[config.mk]
export PLATFORM = sky130hd
export DESIGN_NAME = cndm_pcie_cfg_ext_vsec_flat
export DESIGN_NICKNAME = d
export VERILOG_FILES = /design/src/rtl/cndm_pcie_cfg_ext_vsec_if.sv /design/src/rtl/cndm_pcie_cfg_ext_vsec.sv /design/src/flat_wrapper.sv
export SDC_FILE = /design/constraint.sdc
export NUM_CORES = 1
export LEC_CHECK = 0
export CAP_MARGIN = 40
export CORE_MARGIN = 4
export CORE_UTILIZATION = 45
export DETAILED_ROUTE_END_ITERATION = 8
export GPL_ROUTABILITY_DRIVEN = 0
export GPL_TIMING_DRIVEN = 0
export PLACE_DENSITY = 0.83
export SLEW_MARGIN = 20
export SYNTH_ARGS = -nofsm -noshare
export SYNTH_HDL_FRONTEND = slang
export SYNTH_SLANG_ARGS = --single-unit
[constraint.sdc]
create_clock -name clk -period 2.3 [get_ports clk]
set_input_delay 0.46 -clock clk [delete_from_list [all_inputs] [get_ports clk]]
set_output_delay 0.46 -clock clk [all_outputs]
set_load 0.01 [all_outputs]
[src/rtl/cndm_pcie_cfg_ext_vsec_if.sv]
// Bus bundle between the PCIe core cfg_ext port, the VSEC responder and the
// management-side mailbox. The slave view is the responder; the master view is everything around it.
interface cndm_pcie_cfg_ext_vsec_if;
   logic        cfg_ext_read_received;
   logic        cfg_ext_write_received;
   logic [9:0]  cfg_ext_register_number;
   logic [7:0]  cfg_ext_function_number;
   logic [31:0] cfg_ext_write_data;
   logic [3:0]  cfg_ext_write_byte_enable;
   logic [31:0] cfg_ext_read_data;
   logic        cfg_ext_read_data_valid;
   logic [31:0] mbox_req_data;
   logic        mbox_req_valid;
   logic        mbox_req_ready;
   logic [31:0] mbox_resp_data;
   logic        mbox_resp_valid;
   logic        mbox_resp_ready;
   logic        irq;

   modport slave (
      input  cfg_ext_read_received, cfg_ext_write_received, cfg_ext_register_number,
      input  cfg_ext_function_number, cfg_ext_write_data, cfg_ext_write_byte_enable,
      output cfg_ext_read_data, cfg_ext_read_data_valid,
      output mbox_req_data, mbox_req_valid,
      input  mbox_req_ready,
      input  mbox_resp_data, mbox_resp_valid,
      output mbox_resp_ready, irq
   );

   modport master (
      output cfg_ext_read_received, cfg_ext_write_received, cfg_ext_register_number,
      output cfg_ext_function_number, cfg_ext_write_data, cfg_ext_write_byte_enable,
      input  cfg_ext_read_data, cfg_ext_read_data_valid,
      input  mbox_req_data, mbox_req_valid,
      output mbox_req_ready,
      output mbox_resp_data, mbox_resp_valid,
      input  mbox_resp_ready, irq
   );
endinterface

[src/rtl/cndm_pcie_cfg_ext_vsec.sv]
// VSEC responder on the PCIe extended config interface: capability header,
// scratch register and a single-outstanding host<->management mailbox.
//
// state  | meaning
// IDLE   | no request outstanding, doorbell accepted
// REQ    | presenting REQ word on mbox_req_*, waiting for ready
// WAIT   | request taken, accepting one response word
module cndm_pcie_cfg_ext_vsec #(
   parameter logic [9:0]  BASE_REG = 10'h0B0,
   parameter logic [11:0] NEXT_PTR = 12'h000,
   parameter logic [15:0] VSEC_ID  = 16'h1234,
   parameter logic [3:0]  VSEC_REV = 4'h0,
   parameter logic [7:0]  FUNC_NUM = 8'd0
) (
   input  logic clk,
   input  logic rst_n,
   cndm_pcie_cfg_ext_vsec_if.slave bus
);

   typedef enum logic [1:0] {ST_IDLE, ST_REQ, ST_WAIT} state_t;

   state_t      state, state_nxt;
   logic [31:0] scratch, req_word, resp_word;
   logic        done, ovf;
   logic [31:0] read_data, rd_val;
   logic        read_data_valid, irq;
   logic        req_valid, resp_ready, resp_take;

   logic [9:0]  offset;
   logic        hit, wr_hit, busy;
   logic        wr_scr, wr_req, wr_ctrl;
   logic        doorbell, clr_done, clr_ovf;
   logic [31:0] wd;
   logic [3:0]  be;

   assign wd     = bus.cfg_ext_write_data;
   assign be     = bus.cfg_ext_write_byte_enable;
   assign offset = bus.cfg_ext_register_number - BASE_REG;
   assign hit    = (bus.cfg_ext_register_number >= BASE_REG) && (offset < 10'd8) &&
                   (bus.cfg_ext_function_number == FUNC_NUM);
   assign wr_hit = bus.cfg_ext_write_received && hit;
   assign busy   = (state != ST_IDLE);

   assign wr_scr   = wr_hit && (offset[2:0] == 3'd2);
   assign wr_req   = wr_hit && (offset[2:0] == 3'd3) && !busy;
   assign wr_ctrl  = wr_hit && (offset[2:0] == 3'd4);
   assign doorbell = wr_ctrl && be[0] && wd[0];
   assign clr_done = wr_ctrl && be[1] && wd[8];
   assign clr_ovf  = wr_ctrl && be[1] && wd[9];

   function automatic logic [31:0] merge_be(input logic [31:0] cur, input logic [31:0] nxt,
                                            input logic [3:0] ben);
      logic [31:0] res;
      res = cur;
      for (int i = 0; i < 4; i++)
         if (ben[i]) res[8*i +: 8] = nxt[8*i +: 8];
      return res;
   endfunction

   always_ff @(posedge clk or negedge rst_n) begin
      if (!rst_n) state <= ST_IDLE;
      else        state <= state_nxt;
   end

   always_comb begin
      state_nxt  = state;
      req_valid  = 1'b0;
      resp_ready = 1'b0;
      resp_take  = 1'b0;
      case (state)
         ST_IDLE: if (doorbell) state_nxt = ST_REQ;
         ST_REQ: begin
            req_valid = 1'b1;
            if (bus.mbox_req_ready) state_nxt = ST_WAIT;
         end
         ST_WAIT: begin
            resp_ready = 1'b1;
            if (bus.mbox_resp_valid) begin
               resp_take = 1'b1;
               state_nxt = ST_IDLE;
            end
         end
         default: state_nxt = ST_IDLE;
      endcase
   end

   // Status bits: a completion landing in the same cycle as a host W1C keeps done set.
   always_ff @(posedge clk or negedge rst_n) begin
      if (!rst_n) begin
         scratch   <= '0;
         req_word  <= '0;
         resp_word <= '0;
         done      <= 1'b0;
         ovf       <= 1'b0;
         irq       <= 1'b0;
      end else begin
         if (wr_scr) scratch  <= merge_be(scratch, wd, be);
         if (wr_req) req_word <= merge_be(req_word, wd, be);
         if (resp_take) resp_word <= bus.mbox_resp_data;
         if (resp_take)     done <= 1'b1;
         else if (clr_done) done <= 1'b0;
         if (doorbell && busy) ovf <= 1'b1;
         else if (clr_ovf)     ovf <= 1'b0;
         irq <= resp_take;
      end
   end

   always_comb begin
      rd_val = '0;
      if (hit) begin
         case (offset[2:0])
            3'd0:    rd_val = {NEXT_PTR, 4'h1, 16'h000B};
            3'd1:    rd_val = {12'd32, VSEC_REV, VSEC_ID};
            3'd2:    rd_val = scratch;
            3'd3:    rd_val = req_word;
            3'd4:    rd_val = {22'b0, ovf, done, 7'b0, busy};
            3'd5:    rd_val = resp_word;
            default: rd_val = '0;
         endcase
      end
   end

   // Read mux samples pre-write register values, so a same-cycle write is not visible.
   always_ff @(posedge clk or negedge rst_n) begin
      if (!rst_n) begin
         read_data       <= '0;
         read_data_valid <= 1'b0;
      end else begin
         read_data_valid <= bus.cfg_ext_read_received;
         read_data       <= bus.cfg_ext_read_received ? rd_val : 32'h0;
      end
   end

   assign bus.cfg_ext_read_data       = read_data;
   assign bus.cfg_ext_read_data_valid = read_data_valid;
   assign bus.mbox_req_data           = req_word;
   assign bus.mbox_req_valid          = req_valid;
   assign bus.mbox_resp_ready         = resp_ready;
   assign bus.irq                     = irq;

endmodule

[src/flat_wrapper.sv]
// flat-port wrapper written by rule: the top's interface ports become plain ports
module cndm_pcie_cfg_ext_vsec_flat 
#(
   parameter logic [9:0]  BASE_REG = 10'h0B0,
   parameter logic [11:0] NEXT_PTR = 12'h000,
   parameter logic [15:0] VSEC_ID  = 16'h1234,
   parameter logic [3:0]  VSEC_REV = 4'h0,
   parameter logic [7:0]  FUNC_NUM = 8'd0
)
  (clk, rst_n, bus_cfg_ext_read_received, bus_cfg_ext_write_received, bus_cfg_ext_register_number, bus_cfg_ext_function_number, bus_cfg_ext_write_data, bus_cfg_ext_write_byte_enable, bus_cfg_ext_read_data, bus_cfg_ext_read_data_valid, bus_mbox_req_data, bus_mbox_req_valid, bus_mbox_req_ready, bus_mbox_resp_data, bus_mbox_resp_valid, bus_mbox_resp_ready, bus_irq);
  cndm_pcie_cfg_ext_vsec_if bus_i ();
  input  logic clk;
  input  logic rst_n;
  input wire logic [$bits(bus_i.cfg_ext_read_received)-1:0] bus_cfg_ext_read_received;
  input wire logic [$bits(bus_i.cfg_ext_write_received)-1:0] bus_cfg_ext_write_received;
  input wire logic [$bits(bus_i.cfg_ext_register_number)-1:0] bus_cfg_ext_register_number;
  input wire logic [$bits(bus_i.cfg_ext_function_number)-1:0] bus_cfg_ext_function_number;
  input wire logic [$bits(bus_i.cfg_ext_write_data)-1:0] bus_cfg_ext_write_data;
  input wire logic [$bits(bus_i.cfg_ext_write_byte_enable)-1:0] bus_cfg_ext_write_byte_enable;
  output wire logic [$bits(bus_i.cfg_ext_read_data)-1:0] bus_cfg_ext_read_data;
  output wire logic [$bits(bus_i.cfg_ext_read_data_valid)-1:0] bus_cfg_ext_read_data_valid;
  output wire logic [$bits(bus_i.mbox_req_data)-1:0] bus_mbox_req_data;
  output wire logic [$bits(bus_i.mbox_req_valid)-1:0] bus_mbox_req_valid;
  input wire logic [$bits(bus_i.mbox_req_ready)-1:0] bus_mbox_req_ready;
  input wire logic [$bits(bus_i.mbox_resp_data)-1:0] bus_mbox_resp_data;
  input wire logic [$bits(bus_i.mbox_resp_valid)-1:0] bus_mbox_resp_valid;
  output wire logic [$bits(bus_i.mbox_resp_ready)-1:0] bus_mbox_resp_ready;
  output wire logic [$bits(bus_i.irq)-1:0] bus_irq;
  assign bus_i.cfg_ext_read_received = bus_cfg_ext_read_received;
  assign bus_i.cfg_ext_write_received = bus_cfg_ext_write_received;
  assign bus_i.cfg_ext_register_number = bus_cfg_ext_register_number;
  assign bus_i.cfg_ext_function_number = bus_cfg_ext_function_number;
  assign bus_i.cfg_ext_write_data = bus_cfg_ext_write_data;
  assign bus_i.cfg_ext_write_byte_enable = bus_cfg_ext_write_byte_enable;
  assign bus_cfg_ext_read_data = bus_i.cfg_ext_read_data;
  assign bus_cfg_ext_read_data_valid = bus_i.cfg_ext_read_data_valid;
  assign bus_mbox_req_data = bus_i.mbox_req_data;
  assign bus_mbox_req_valid = bus_i.mbox_req_valid;
  assign bus_i.mbox_req_ready = bus_mbox_req_ready;
  assign bus_i.mbox_resp_data = bus_mbox_resp_data;
  assign bus_i.mbox_resp_valid = bus_mbox_resp_valid;
  assign bus_mbox_resp_ready = bus_i.mbox_resp_ready;
  assign bus_irq = bus_i.irq;
  cndm_pcie_cfg_ext_vsec #(.BASE_REG(BASE_REG), .NEXT_PTR(NEXT_PTR), .VSEC_ID(VSEC_ID), .VSEC_REV(VSEC_REV), .FUNC_NUM(FUNC_NUM)) u_core (.clk(clk), .rst_n(rst_n), .bus(bus_i));
endmodule
-- Word level (Yosys, flattened, before mapping)
Index checks and enable logic that the tools add are counted.
- eq/ne operators: 10
- add/subtract/negate cells: 1
- reductions and logical operators: 29
- multiplexer cells: 15
- $lt $le $gt $ge: 2
- operator list (cell ; count):
    one-hot mux 32 bit (6 select lines) ; 1
    2-to-1 mux 32 bit ; 2
    AND reduction 2 bit ; 8
    logical AND 1 bit ; 13
    >= comparator 10 x 8 -> 1 bit (second input constant) ; 1
    less-than comparator 10 x 4 -> 1 bit (second input constant) ; 1
    subtractor 10 x 8 -> 10 bit (second input constant) ; 1
    logical NOT 8 bit ; 1
    2-to-1 mux 1 bit ; 8
    == test 3 x 2 -> 1 bit (second input constant) ; 2
    == test 3 bit (second input constant) ; 2
    2-to-1 mux 2 bit ; 3
    one-hot mux 2 bit (3 select lines) ; 1
    nonzero test 2 bit ; 3
    inequality test 2 bit (second input constant) ; 2
    == test 3 x 1 -> 1 bit (second input constant) ; 1
    logical NOT 3 bit ; 1
    AND reduction 3 bit ; 1
    == test 2 x 1 -> 1 bit (second input constant) ; 1
    == test 2 bit (second input constant) ; 1
    logical NOT 2 bit ; 1
    inequality test 2 x 1 -> 1 bit (second input constant) ; 1
    logical NOT 1 bit ; 1
- output and inout bits: 68
- bits in registers: 134
- input bits: 92

-- Logic depth before layout (Yosys ltp)
Gate-level depths: netlist (run 1).
- depth after elaboration: 10
- mapped depth: 6
- gate-level depth less buffers: 4

-- Worst setup path after synthesis (run 1)
OpenSTA, ideal clock, no wires.
- kind: in2reg
- start point: input bus_cfg_ext_function_number[1]
- end point: register u_core.scratch[0]
- data arrival time: 2.093 ns
- setup time: 0.125 ns
- slack: 0.082 ns
- cell stages on the path: 5
- data required time: 2.175 ns
- cells stage by stage: nand4bb_1 or3b_1 buf_6 nor4_4 mux2_2
- cells in the longest elaborated chain, start to end: 5
- ends and longest elaborated chain (what ; RTL line ; text):
    start, declared ; flat_wrapper.sv:17 ; input wire logic [$bits(bus_i.cfg_ext_function_number)-1:0] bus_cfg_ext_function_number;
    logical NOT 8 bit ; cndm_pcie_cfg_ext_vsec.sv:40 ; (bus.cfg_ext_function_number == FUNC_NUM);
    logical AND 1 bit ; cndm_pcie_cfg_ext_vsec.sv:39 ; assign hit = (bus.cfg_ext_register_number >= BASE_REG) && (offset < 10'd8) &&
    logical AND 1 bit ; cndm_pcie_cfg_ext_vsec.sv:41 ; assign wr_hit = bus.cfg_ext_write_received && hit;
    logical AND 1 bit ; cndm_pcie_cfg_ext_vsec.sv:44 ; assign wr_scr = wr_hit && (offset[2:0] == 3'd2);
    AND reduction 2 bit (no line) ; - ;
    end signal, assigned ; cndm_pcie_cfg_ext_vsec.sv:97 ; if (wr_scr) scratch <= merge_be(scratch, wd, be);
    end, declared ; cndm_pcie_cfg_ext_vsec.sv:23 ; logic [31:0] scratch, req_word, resp_word;
No other way between the ends.
A chain may end at the register's enable or synchronous reset.

-- Worst setup path after layout (run 1)
- start point: input bus_cfg_ext_register_number[2]
- end point: register u_core.read_data[9] (netlist: u_core.bus.cfg_ext_read_data[9])
- cells in the longest elaborated chain, start to end: 6
- ends and longest elaborated chain (what ; RTL line ; text):
    start, declared ; flat_wrapper.sv:16 ; input wire logic [$bits(bus_i.cfg_ext_register_number)-1:0] bus_cfg_ext_register_number;
    subtractor 10 x 8 -> 10 bit ; cndm_pcie_cfg_ext_vsec.sv:38 ; assign offset = bus.cfg_ext_register_number - BASE_REG;
    less-than comparator 10 x 4 -> 1 bit ; cndm_pcie_cfg_ext_vsec.sv:39 ;
    logical AND 1 bit (2 in series) ; cndm_pcie_cfg_ext_vsec.sv:39 ;
    2-to-1 mux 32 bit * ; cndm_pcie_cfg_ext_vsec.sv:110 ; if (hit) begin
    2-to-1 mux 32 bit * ; cndm_pcie_cfg_ext_vsec.sv:130 ; read_data <= bus.cfg_ext_read_received ? rd_val : 32'h0;
    end signal, assigned ; cndm_pcie_cfg_ext_vsec.sv:130 ;
    end, declared ; cndm_pcie_cfg_ext_vsec.sv:25 ; logic [31:0] read_data, rd_val;
Every way passes the cells marked *; elsewhere a longest branch is shown, timed or not.

==> results.md, run 1 <==
- Initial antenna violation count: 0
- Die Span Y: 121 um
- CP max-delay cell: clkdlybuf4s50_1
- Run status: finished with violations
- Largest net degree at the start of global routing: 86
- Max Cap Violations: 0
- Input/output buffers: approximately 160
- Worst reg2reg endpoint: u_core.bus.mbox_req_data[15]
- Placed insts: 739
- Failing checks: setup timing
- Mean post-synth cell area: approximately 14 sq um
- Ys flop type: dfrtp_1
- Final Total Pwr: roughly 5.4 mW
- Synth cell types: 35
- Maximum clock path buffer count: 2
- Util after Layout: around two thirds
- Min-Delay Path Class: reg2reg
- Max-Slew Margin vs Limit: 53.7%
- H-tree depth: 4
- DPL Wire Length: roughly 11 mm
- Critical path launch point: bus_cfg_ext_register_number[2]
- Initial core utilization: 46.9%
- 1st-pass router iterations: 7
- Worst vdd ir: approximately 0.56 mV
- Worst stage delay on the critical path: 0.54 ns
- Syn_nets: about 500
- Area share of the leading cell type in the synthesized netlist: 58.6%
- Fin crit period: between 2 and 2.5 ns
- Slew Viols, Final: 0
- Crit path kind: in2reg
- Critical-path maximum fanout: 10
- Cts bufs inserted: 17
- Final Hold Fails: 0
- Vias: 4320
- DR iter-0 viols: roughly 340
- Routed WL per cell: about 20 um
- Layout Nets: 695
- Final hold slack: 0.501 ns
- ANT nets after route: 0
- Share of layout cells above drive strength 1: between 20% and 30%
- CTS tree: built
- Lkg Pwr: 3.84 nW
- CP arrival: about 2.7 ns
- Post-synth ARST share: 100%
- Synth Warn #: 0
- RSZ-0062 raised after global routing: yes
- Area Overhead vs Synth: 45.5%
- First-pass GRT wire length: 24.7 mm
- Reg-to-reg slack, setup: 0.20 ns
- Most frequent cell after synthesis: dfrtp_1
- Clock slew at reported path FFs: 0.06 ns
- Pwr dens: 647 nW/um^2
- Critical path startpoint category: input port
- Rows: 40
- Vias in the first global route: 4485
- CP Cell Sequence: clkdlybuf4s50_1 > inv_1 > o211ai_1 > or4_1 > clkbuf_1 > clkbuf_2 > a211oi_1
- Number of synthesized flops with an enable pin: 0
- Vias per std cell: between 5 and 6
- Synth cell count leaders: dfrtp_1 (134), mux2_2 (117), nor2_1 (33)
- # IOs: 160
- Final setup vio count: 1
- GRT overflow: 0
- N_diodes: 0
- Period utilization: 101%
- Die ar.: 14600 sq um
- Post-synth top area cell: dfrtp_1
- R2R cell count: 5
- Die width: 121 um
- Critical Path Sink: u_core.bus.cfg_ext_read_data[9]
- Wirelength, routed: 16.0 mm
- Residual DRC: 0
- Sequential area share after synthesis: 58.6%
- Layout Cells excl Fill: 784
- Clock Sinks: 134
- Fillers: 860
- Post-synthesis register bit count: ~130
- Max frequency: 429 MHz
- Setup WS post-layout: -0.0324 ns
- Final TNS setup: -0.0324 ns
- Worst-Margin Slew: about 0.7 ns
- Worst Path Required: between 2 and 3 ns
- Root buf cell: clkbuf_16
- Worst-Skew Late Latency: about 0.42 ns
- Gr usage total: between 20% and 30%
- Critical Path Sink Type: register
- Synth top area cells: dfrtp_1 (59%), mux2_2 (23%), a22oi_1 (3.4%)
- Reg2Reg Launch Point: u_core.state[1]
- Clk_skew: 0.00460 ns
- Syn Std Cell Area: between 5000 and 6000 sq um
- Mapped Cells: 411
- Core ar.: 12200 sq um
## worst min path at each step
stage                              start                          endpoint  cells past startpoint
global route        u_core.resp_word[12]              u_core.resp_word[12]                      1
finish                u_core.scratch[16]                u_core.scratch[16]                      1
global placement       u_core.scratch[3]                 u_core.scratch[3]                      1
detailed placement                 rst_n  u_core.bus.cfg_ext_read_data[28]                      1
floorplan                          rst_n   u_core.bus.cfg_ext_read_data[0]                      0
CTS                           u_core.ovf                        u_core.ovf                      2
## power breakdown
part / internal [mW] / leakage (nW) / switching [mW]
clock network: 1.68 / 0.285 / 1.02
registers: 2.36 / 1.87 / 0.000285
logic: 0.174 / 1.68 / 0.158
total: 4.21 / 3.84 / 1.17
## final cells by class
cell class / instances / area, sq um / share of cell area [%]
Sequential cell: 134 / 3350 / 40.3
Multi-Input combinational cell: 250 / 2270 / 27.2
Timing Repair Buffer: 173 / 1780 / 21.3
Clock buffer: 21 / 470 / 5.65
Tap cell: 168 / 210 / 2.52
Clock inverter: 11 / 124 / 1.49
Buffer: 21 / 104 / 1.25
Inverter: 6 / 22.5 / 0.270
## flip-flops by register name, indices dropped and copies added (netlist names)
signal                              cells
u_core.bus.cfg_ext_read_data_valid      1
u_core.bus.cfg_ext_read_data           32
u_core.scratch                         32
u_core.done                             1
u_core.bus.mbox_req_data               32
u_core.state                            2
u_core.bus.irq                          1
u_core.ovf                              1
u_core.resp_word                       32
## critical path: cells and delay by family
kind	cells	cell delay [ns]
buffers and inverters	4	1.40
AND/OR/NAND/NOR	1	0.43
AO/OA/AOI/OAI	2	0.36
## through the flow
stage,instance area [sq um],setup WS (ns)
6_report,8330,-0.0324
5_1_grt,8330,-0.0615
4_1_cts,8290,0.00414
3_5_place_dp,7560,-0.711
3_3_place_gp,7530,-4.26
2_1_floorplan,5720,0.0821
## placed cells by master (no fill, tap or decap), types with 2 or more instances in the layout
| master | instances |
|---|---|
| a211oi_1 | 3 |
| a21oi_1 | 4 |
| a221oi_1 | 2 |
| a22o_1 | 2 |
| a22oi_1 | 26 |
| a31oi_1 | 3 |
| buf_12 | 4 |
| buf_4 | 7 |
| buf_6 | 3 |
| bufinv_16 | 2 |
| clkbuf_1 | 12 |
| clkbuf_16 | 17 |
| clkbuf_2 | 8 |
| clkbuf_8 | 3 |
| clkdlybuf4s50_1 | 158 |
| clkinv_2 | 3 |
| clkinv_4 | 2 |
| clkinvlp_4 | 3 |
| dfrtp_1 | 134 |
| inv_1 | 6 |
| mux2_2 | 117 |
| nand2_1 | 11 |
| nor2_1 | 33 |
| nor2b_1 | 12 |
| nor3_1 | 2 |
| nor4_4 | 8 |
| o21ai_0 | 2 |
| o22a_1 | 3 |
| o2bb2ai_1 | 5 |
| o41ai_1 | 2 |
## per-layer routing
metal / share of wire [%] / global-route usage (%) / wire (um) / vias to the layer above
met3: 7.0 / 6.08 / 1120 / 34
met5: 0 / 0 / 0 / -
met2: 51 / 37.3 / 8170 / 194
met1: 40 / 27.8 / 6330 / 2201
met4: 2.4 / 7.79 / 392 / 0
li1: - / - / - / 1891
## kinds of logic (layout without fill, tap and decap cells)
| group | count (synthesis) | after routing | synth area share (%) |
|---|---|---|---|
| compound gates | 55 | 55 | 7.21 |
| flops | 134 | 134 | 58.6 |
| mux | 118 | 118 | 23.2 |
| buf+inv | 27 | 232 | 2.03 |
| simple gates | 77 | 77 | 8.98 |
## what timing repair did
item	in CTS	in global routing
buffers inserted	8	4
endpoints found under the hold margin	49	0
hold buffers	1	0
resized for setup	4	13
pin swaps	8	4
setup endpoints to repair	95	89
(Power assumes the default switching activity.)
==> run 2: changes to the inputs <==
- SKIP_LAST_GASP: unset -> 1
==> run 2 against run 1 <==
Effect of this change: the run still ends with setup timing left; register-to-register slack is essentially flat; power about the same; critical path depth stayed put; utilization is 0.082 points higher; sequential share of layout area barely moved; die area unchanged; setup slack gained 0.020 ns; first-iteration DRC count is 6.3% lower; wire length rose by 0.37%; design area is 0.12% higher; largest cell class unchanged; highest routed layer unchanged.
==> results.md, run 2 (same netlist as run 1, synthesis figures left out) <==
- Met1 GRT Util: 27.7% (was 27.8%)
- Gr usage total: 22.3% (unchanged)
- # IOs: 160 (unchanged)
- Final Cell Area: 8340 sq um (was 8330 sq um)
- Most frequent cells in the layout: clkdlybuf4s50_1 (158), dfrtp_1 (134), mux2_2 (117) (unchanged)
- Clock slew at reported path FFs: 0.06 ns (about the same)
- Placed insts: 739 (unchanged)
- Fin crit period: 2.31 ns (was 2.33 ns)
- Most common cell after layout, fill and taps aside: clkdlybuf4s50_1 (unchanged)
- Share of layout cells above drive strength 1: 30.2% (was 29.9%)
- Root buf cell: clkbuf_16 (unchanged)
- Rows: 40 (unchanged)
- Max frequency: 432 MHz (was 429 MHz)
- N_diodes: 0 (unchanged)
- Max Cap Violations: 0 (unchanged)
- Critical path startpoint category: input port (unchanged)
- CTS tree: built (unchanged)
- DR iter-0 viols: 314 (was 335)
- RSZ-0062 raised after global routing: yes (unchanged)
- 1st-pass router iterations: 7 (unchanged)
- CP arrival: 2.62 ns (was 2.66 ns)
- Vias per std cell: 5.46 (was 5.51)
- Worst-Margin Slew: 0.691 ns (was 0.694 ns)
- DPL Wire Length: 11.0 mm (unchanged)
- Final setup vio count: 13 (was 1)
- Input/output buffers: 159 (unchanged)
- Clk_skew: 0.00570 ns (was 0.00460 ns)
- Core ar.: 12200 sq um (unchanged)
- Wirelength, routed: 16.1 mm (was 16.0 mm)
- Crit path kind: in2reg (unchanged)
- Vias in the first global route: 4494 (was 4485)
- Setup WS post-layout: -0.0125 ns (was -0.0324 ns)
- Die width: 121 um (unchanged)
- Worst-Skew Late Latency: 0.42 ns (about the same)
- Cts bufs inserted: 17 (unchanged)
- Final Hold Fails: 0 (unchanged)
- Critical-path maximum fanout: 10 (unchanged)
- Min-Delay Path Class: reg2reg (unchanged)
- Area Overhead vs Synth: 45.7% (was 45.5%)
- Die ar.: 14600 sq um (unchanged)
- Period utilization: 101% (about the same)
- Place WS: -0.711 ns (unchanged)
- Die Span Y: 121 um (unchanged)
- Routing usage on met2: 37.4% (was 37.3%)
- GR Util met3: 6.08% (unchanged)
- Slew Viols, Final: 0 (unchanged)
- Max-Slew Margin vs Limit: 53.9% (was 53.7%)
- Worst vdd ir: 0.559 mV (was 0.563 mV)
- Worst Path Required: 2.60 ns (was 2.62 ns)
- Initial antenna violation count: 0 (unchanged)
- Most used routing layer: met2 (unchanged)
- ANT nets after route: 0 (unchanged)
- Lkg Pwr: 3.84 nW (about the same)
- Routed WL per cell: 20.5 um (was 20.4 um)
- Failing checks: setup timing (unchanged)
- Layout Nets: 695 (unchanged)
- Clock Sinks: 134 (unchanged)
- GRT overflow: 0 (unchanged)
- Run status: finished with violations (unchanged)
- DP Area: 7560 sq um (unchanged)
- Vias: 4283 (was 4320)
- Initial core utilization: 46.9% (unchanged)
- Fillers: 857 (was 860)
- Layout Cells excl Fill: 784 (unchanged)
- Maximum clock path buffer count: 2 (unchanged)
- Largest net degree at the start of global routing: 86 (unchanged)
- Critical Path Sink Type: register (unchanged)
- Residual DRC: 0 (unchanged)
- First-pass GRT wire length: 24.7 mm (about the same)
- Pwr dens: 646 nW/um^2 (was 647 nW/um^2)
- H-tree depth: 4 (unchanged)
run 2: final cells by class:
| cell class | instances | area (sq um) | share of cell area [%] |
|---|---|---|---|
| Timing Repair Buffer | 173 | 1790 | 21.4 |
| Inverter | 6 | 22.5 | 0.270 |
| Tap cell | 168 | 210 | 2.52 |
| Sequential cell | 134 | 3350 | 40.2 |
| Multi-Input combinational cell | 250 | 2270 | 27.2 |
| Clock buffer | 21 | 470 | 5.64 |
| Clock inverter | 11 | 124 | 1.49 |
| Buffer | 21 | 104 | 1.25 |
run 2: critical path, stage by stage:
cell             delay (ns)
clkdlybuf4s50_1        0.41
nand4bb_1              0.25
or3b_4                 0.48
buf_6                  0.19
nor4_4                 0.31
buf_12                 0.17
mux2_2                 0.33
run 2: power breakdown:
group / switching [mW] / internal, mW / total [mW] / leakage, nW
clock: 1.01 / 1.68 / 2.69 / 0.285
sequential: 0.000283 / 2.36 / 2.36 / 1.87
combinational: 0.159 / 0.174 / 0.333 / 1.68
run 2: repair_timing:
| action | 4_1_cts | 5_1_grt |
|---|---|---|
| endpoints found under the setup margin | 95 | 89 |
| resized for setup | 3 | 18 |
| pin swaps | 8 | 4 |
| hold buffers | 1 | 0 |
| setup buffers | 8 | 4 |
| endpoints found under the hold margin | 49 | 0 |
run 2: path summary, 6_finish.rpt:
path	depth (start not counted)	slack (ns)	startpoint	end
worst max-delay path	7	-0.01	bus_cfg_ext_function_number[1]	u_core.scratch[23]
worst min-delay path	1	0.50	u_core.scratch[16]	u_core.scratch[16]
worst max register to register	5	0.21	u_core.state[1]	u_core.bus.mbox_req_data[15]
worst min register to register	1	0.50	u_core.scratch[16]	u_core.scratch[16]
max in group asynchronous	3	1.02	rst_n	u_core.bus.mbox_req_data[11]
min in group asynchronous	2	0.55	rst_n	u_core.bus.cfg_ext_read_data[28]
run 2: per-layer routing:
layer / vias to the layer above / share of wire, %
met3: 32 / 6.0
met2: 174 / 52
met4: 0 / 2.4
li1: 1894 / -
met5: - / 0
met1: 2183 / 40
run 2: metrics by stage:
| step | setup TNS (ns) | utilization, % | hold slack, ns | power, mW |
|---|---|---|---|---|
| 6_report | -0.0821 | 68.3 | 0.501 | 5.38 |
| 2_1_floorplan | 0 | - | 0.164 | 2.47 |
| 4_1_cts | -0.0000560 | 67.8 | 0.499 | 5.41 |
| 3_5_place_dp | -58.72 | 61.9 | 0.392 | 2.72 |
| 3_3_place_gp | -626.72 | 61.6 | 0.482 | 2.71 |
| 5_1_grt | -1.72 | 68.3 | 0.513 | 5.54 |
==> run 3: changes to the inputs <==
- CORE_UTILIZATION: 45 -> 48
- PLACE_DENSITY: 0.83 -> 0.87
- SKIP_CTS_REPAIR_TIMING: unset -> 1
==> run 3 against run 2 <==
Effect of this change: the run still ends with setup timing left; die area decreased by 5.8%; cell count shrank 3.3%; via count decreased by 0.61%; sequential cell count unchanged; non-clock buffer count shrank 1; clock power fell by 4%; critical path type unchanged.
==> results.md, run 3 (same netlist as run 1, synthesis figures left out) <==
- Lkg Pwr: 3.81 nW (was 3.84 nW)
- Vias per std cell: 5.62 (was 5.46)
- CTS tree: built (unchanged)
- Input/output buffers: 159 (unchanged)
- Gr usage total: 24.1% (was 22.3%)
- DPL Wire Length: 11.2 mm (was 11.0 mm)
- Worst-Margin Slew: 0.695 ns (was 0.691 ns)
- Layout Cells excl Fill: 758 (was 784)
- Die Span Y: 117 um (was 121 um)
- GRT overflow: 0 (unchanged)
- ANT nets after route: 0 (unchanged)
- Max Cap Violations: 0 (unchanged)
- Crit path kind: in2reg (unchanged)
- Initial core utilization: 49.5% (was 46.9%)
- Final Hold Fails: 0 (unchanged)
- Critical path startpoint category: input port (unchanged)
- Residual DRC: 0 (unchanged)
- Critical-path maximum fanout: 8 (was 10)
- Die ar.: 13700 sq um (was 14600 sq um)
- Vias in the first global route: 4562 (was 4494)
- Routed WL per cell: 20.9 um (was 20.5 um)
- RSZ-0062 raised after global routing: yes (unchanged)
- Most frequent cells in the layout: clkdlybuf4s50_1 (158), dfrtp_1 (134), mux2_2 (117) (unchanged)
- 1st-pass router iterations: 5 (was 7)
- Clock Sinks: 134 (unchanged)
- Failing checks: setup timing (unchanged)
- Die width: 117 um (was 121 um)
- Setup WS post-layout: -0.00325 ns (was -0.0125 ns)
- Root buf cell: clkbuf_16 (unchanged)
- Largest net degree at the start of global routing: 96 (was 86)
- Min-Delay Path Class: in2async (was reg2reg)
- DR iter-0 viols: 285 (was 314)
- Max-Slew Margin vs Limit: 53.7% (was 53.9%)
- Worst Path Required: 2.60 ns (about the same)
- CP arrival: 2.60 ns (was 2.62 ns)
- Placed insts: 714 (was 739)
- Area Overhead vs Synth: 43.9% (was 45.7%)
- Wirelength, routed: 15.8 mm (was 16.1 mm)
- Initial antenna violation count: 0 (unchanged)
- R2R cell count: 4 (was 5)
- Slew Viols, Final: 0 (unchanged)
- Vias: 4257 (was 4283)
- N_diodes: 0 (unchanged)
- # IOs: 160 (unchanged)
- Core ar.: 11600 sq um (was 12200 sq um)
- Worst vdd ir: 0.496 mV (was 0.559 mV)
- Rows: 39 (was 40)
- Worst-Skew Late Latency: 0.41 ns (was 0.42 ns)
- Run status: finished with violations (unchanged)
- Clock slew at reported path FFs: 0.06 ns (about the same)
- Final hold slack: 0.505 ns (was 0.501 ns)
- Cts bufs inserted: 17 (unchanged)
- Clk_skew: 0.00864 ns (was 0.00570 ns)
- H-tree depth: 4 (unchanged)
- Max frequency: 434 MHz (was 432 MHz)
- Maximum clock path buffer count: 2 (unchanged)
- Share of layout cells above drive strength 1: 29.9% (was 30.2%)
- Most common cell after layout, fill and taps aside: clkdlybuf4s50_1 (unchanged)
- Period utilization: 100% (was 101%)
- Final setup vio count: 1 (was 13)
- Critical Path Sink Type: register (unchanged)
- First-pass GRT wire length: 24.7 mm (about the same)
- Layout Nets: 694 (was 695)
- Fin crit period: 2.30 ns (was 2.31 ns)
- Pwr dens: 638 nW/um^2 (was 646 nW/um^2)
- Fillers: 771 (was 857)
run 3: cell count changes in the layout (fill, tap and decap cells not counted), sizes merged:
cell      change
clkbuf        -2
inv           +2
buf           -1
bufinv        -1
clkinvlp      +1
run 3: power by group:
| group | internal [mW] | total [mW] | switching, mW |
|---|---|---|---|
| combinational | 0.174 | 0.331 | 0.157 |
| sequential | 2.36 | 2.36 | 0.000279 |
| clock | 1.52 | 2.57 | 1.04 |
| total | 4.06 | 5.26 | 1.20 |
run 3: path summary, 6_finish.rpt:
path                                           startpoint                                to  slack (ns)
max                        bus_cfg_ext_register_number[2]                u_core.scratch[18]      -0.003
min                                                 rst_n  u_core.bus.cfg_ext_read_data[26]        0.51
max reg2reg                               u_core.state[1]               u_core.resp_word[9]        0.31
min reg2reg                             u_core.scratch[7]                 u_core.scratch[7]        0.51
max in group asynchronous                           rst_n  u_core.bus.cfg_ext_read_data[10]        1.04
min in group clk                        u_core.scratch[7]                 u_core.scratch[7]        0.51
run 3: worst max-delay path, stage by stage:
cell and delay, ns:
clkdlybuf4s50_1 0.54, nor2_1 0.38, nand2_1 0.33, nor4_4 0.29, buf_4 0.23, mux2_2 0.35
run 3: layer usage:
layer / vias up / GRT usage [%] / share of wire [%] / wire, um
met1: 2150 / 29.3 / 38 / 5990
met3: 37 / 6.12 / 7.3 / 1150
met5: - / 0 / 0 / 0
met4: 0 / 9.17 / 2.8 / 449
li1: 1887 / - / - / -
met2: 183 / 41.5 / 52 / 8260
run 3: stage by stage:
| step | total power [mW] | setup TNS [ns] | cell area (sq um) | utilization (%) | worst slack (ns) |
|---|---|---|---|---|---|
| final | 5.26 | -0.00325 | 8240 | 71.2 | -0.00325 |
| after global placement | 2.71 | -627.99 | 7490 | 64.8 | -4.29 |
| after detailed placement | 2.72 | -60.09 | 7530 | 65.1 | -0.738 |
| after global routing | 5.44 | -0.789 | 8240 | 71.2 | -0.0645 |
| after CTS | 5.30 | -17.29 | 8090 | 70.0 | -0.306 |
| after floorplan | 2.47 | 0 | 5720 | - | 0.0821 |
run 3: layout make-up:
class,count,area [sq um],area share [%]
flip-flops and latches,134,3350,40.7
multi-input cells,250,2270,27.5
repair buffers,172,1750,21.2
clock buffers,19,443,5.38
well taps,143,179,2.17
clock inverters,13,123,1.49
plain buffers,21,105,1.28
inverters,6,22.5,0.273
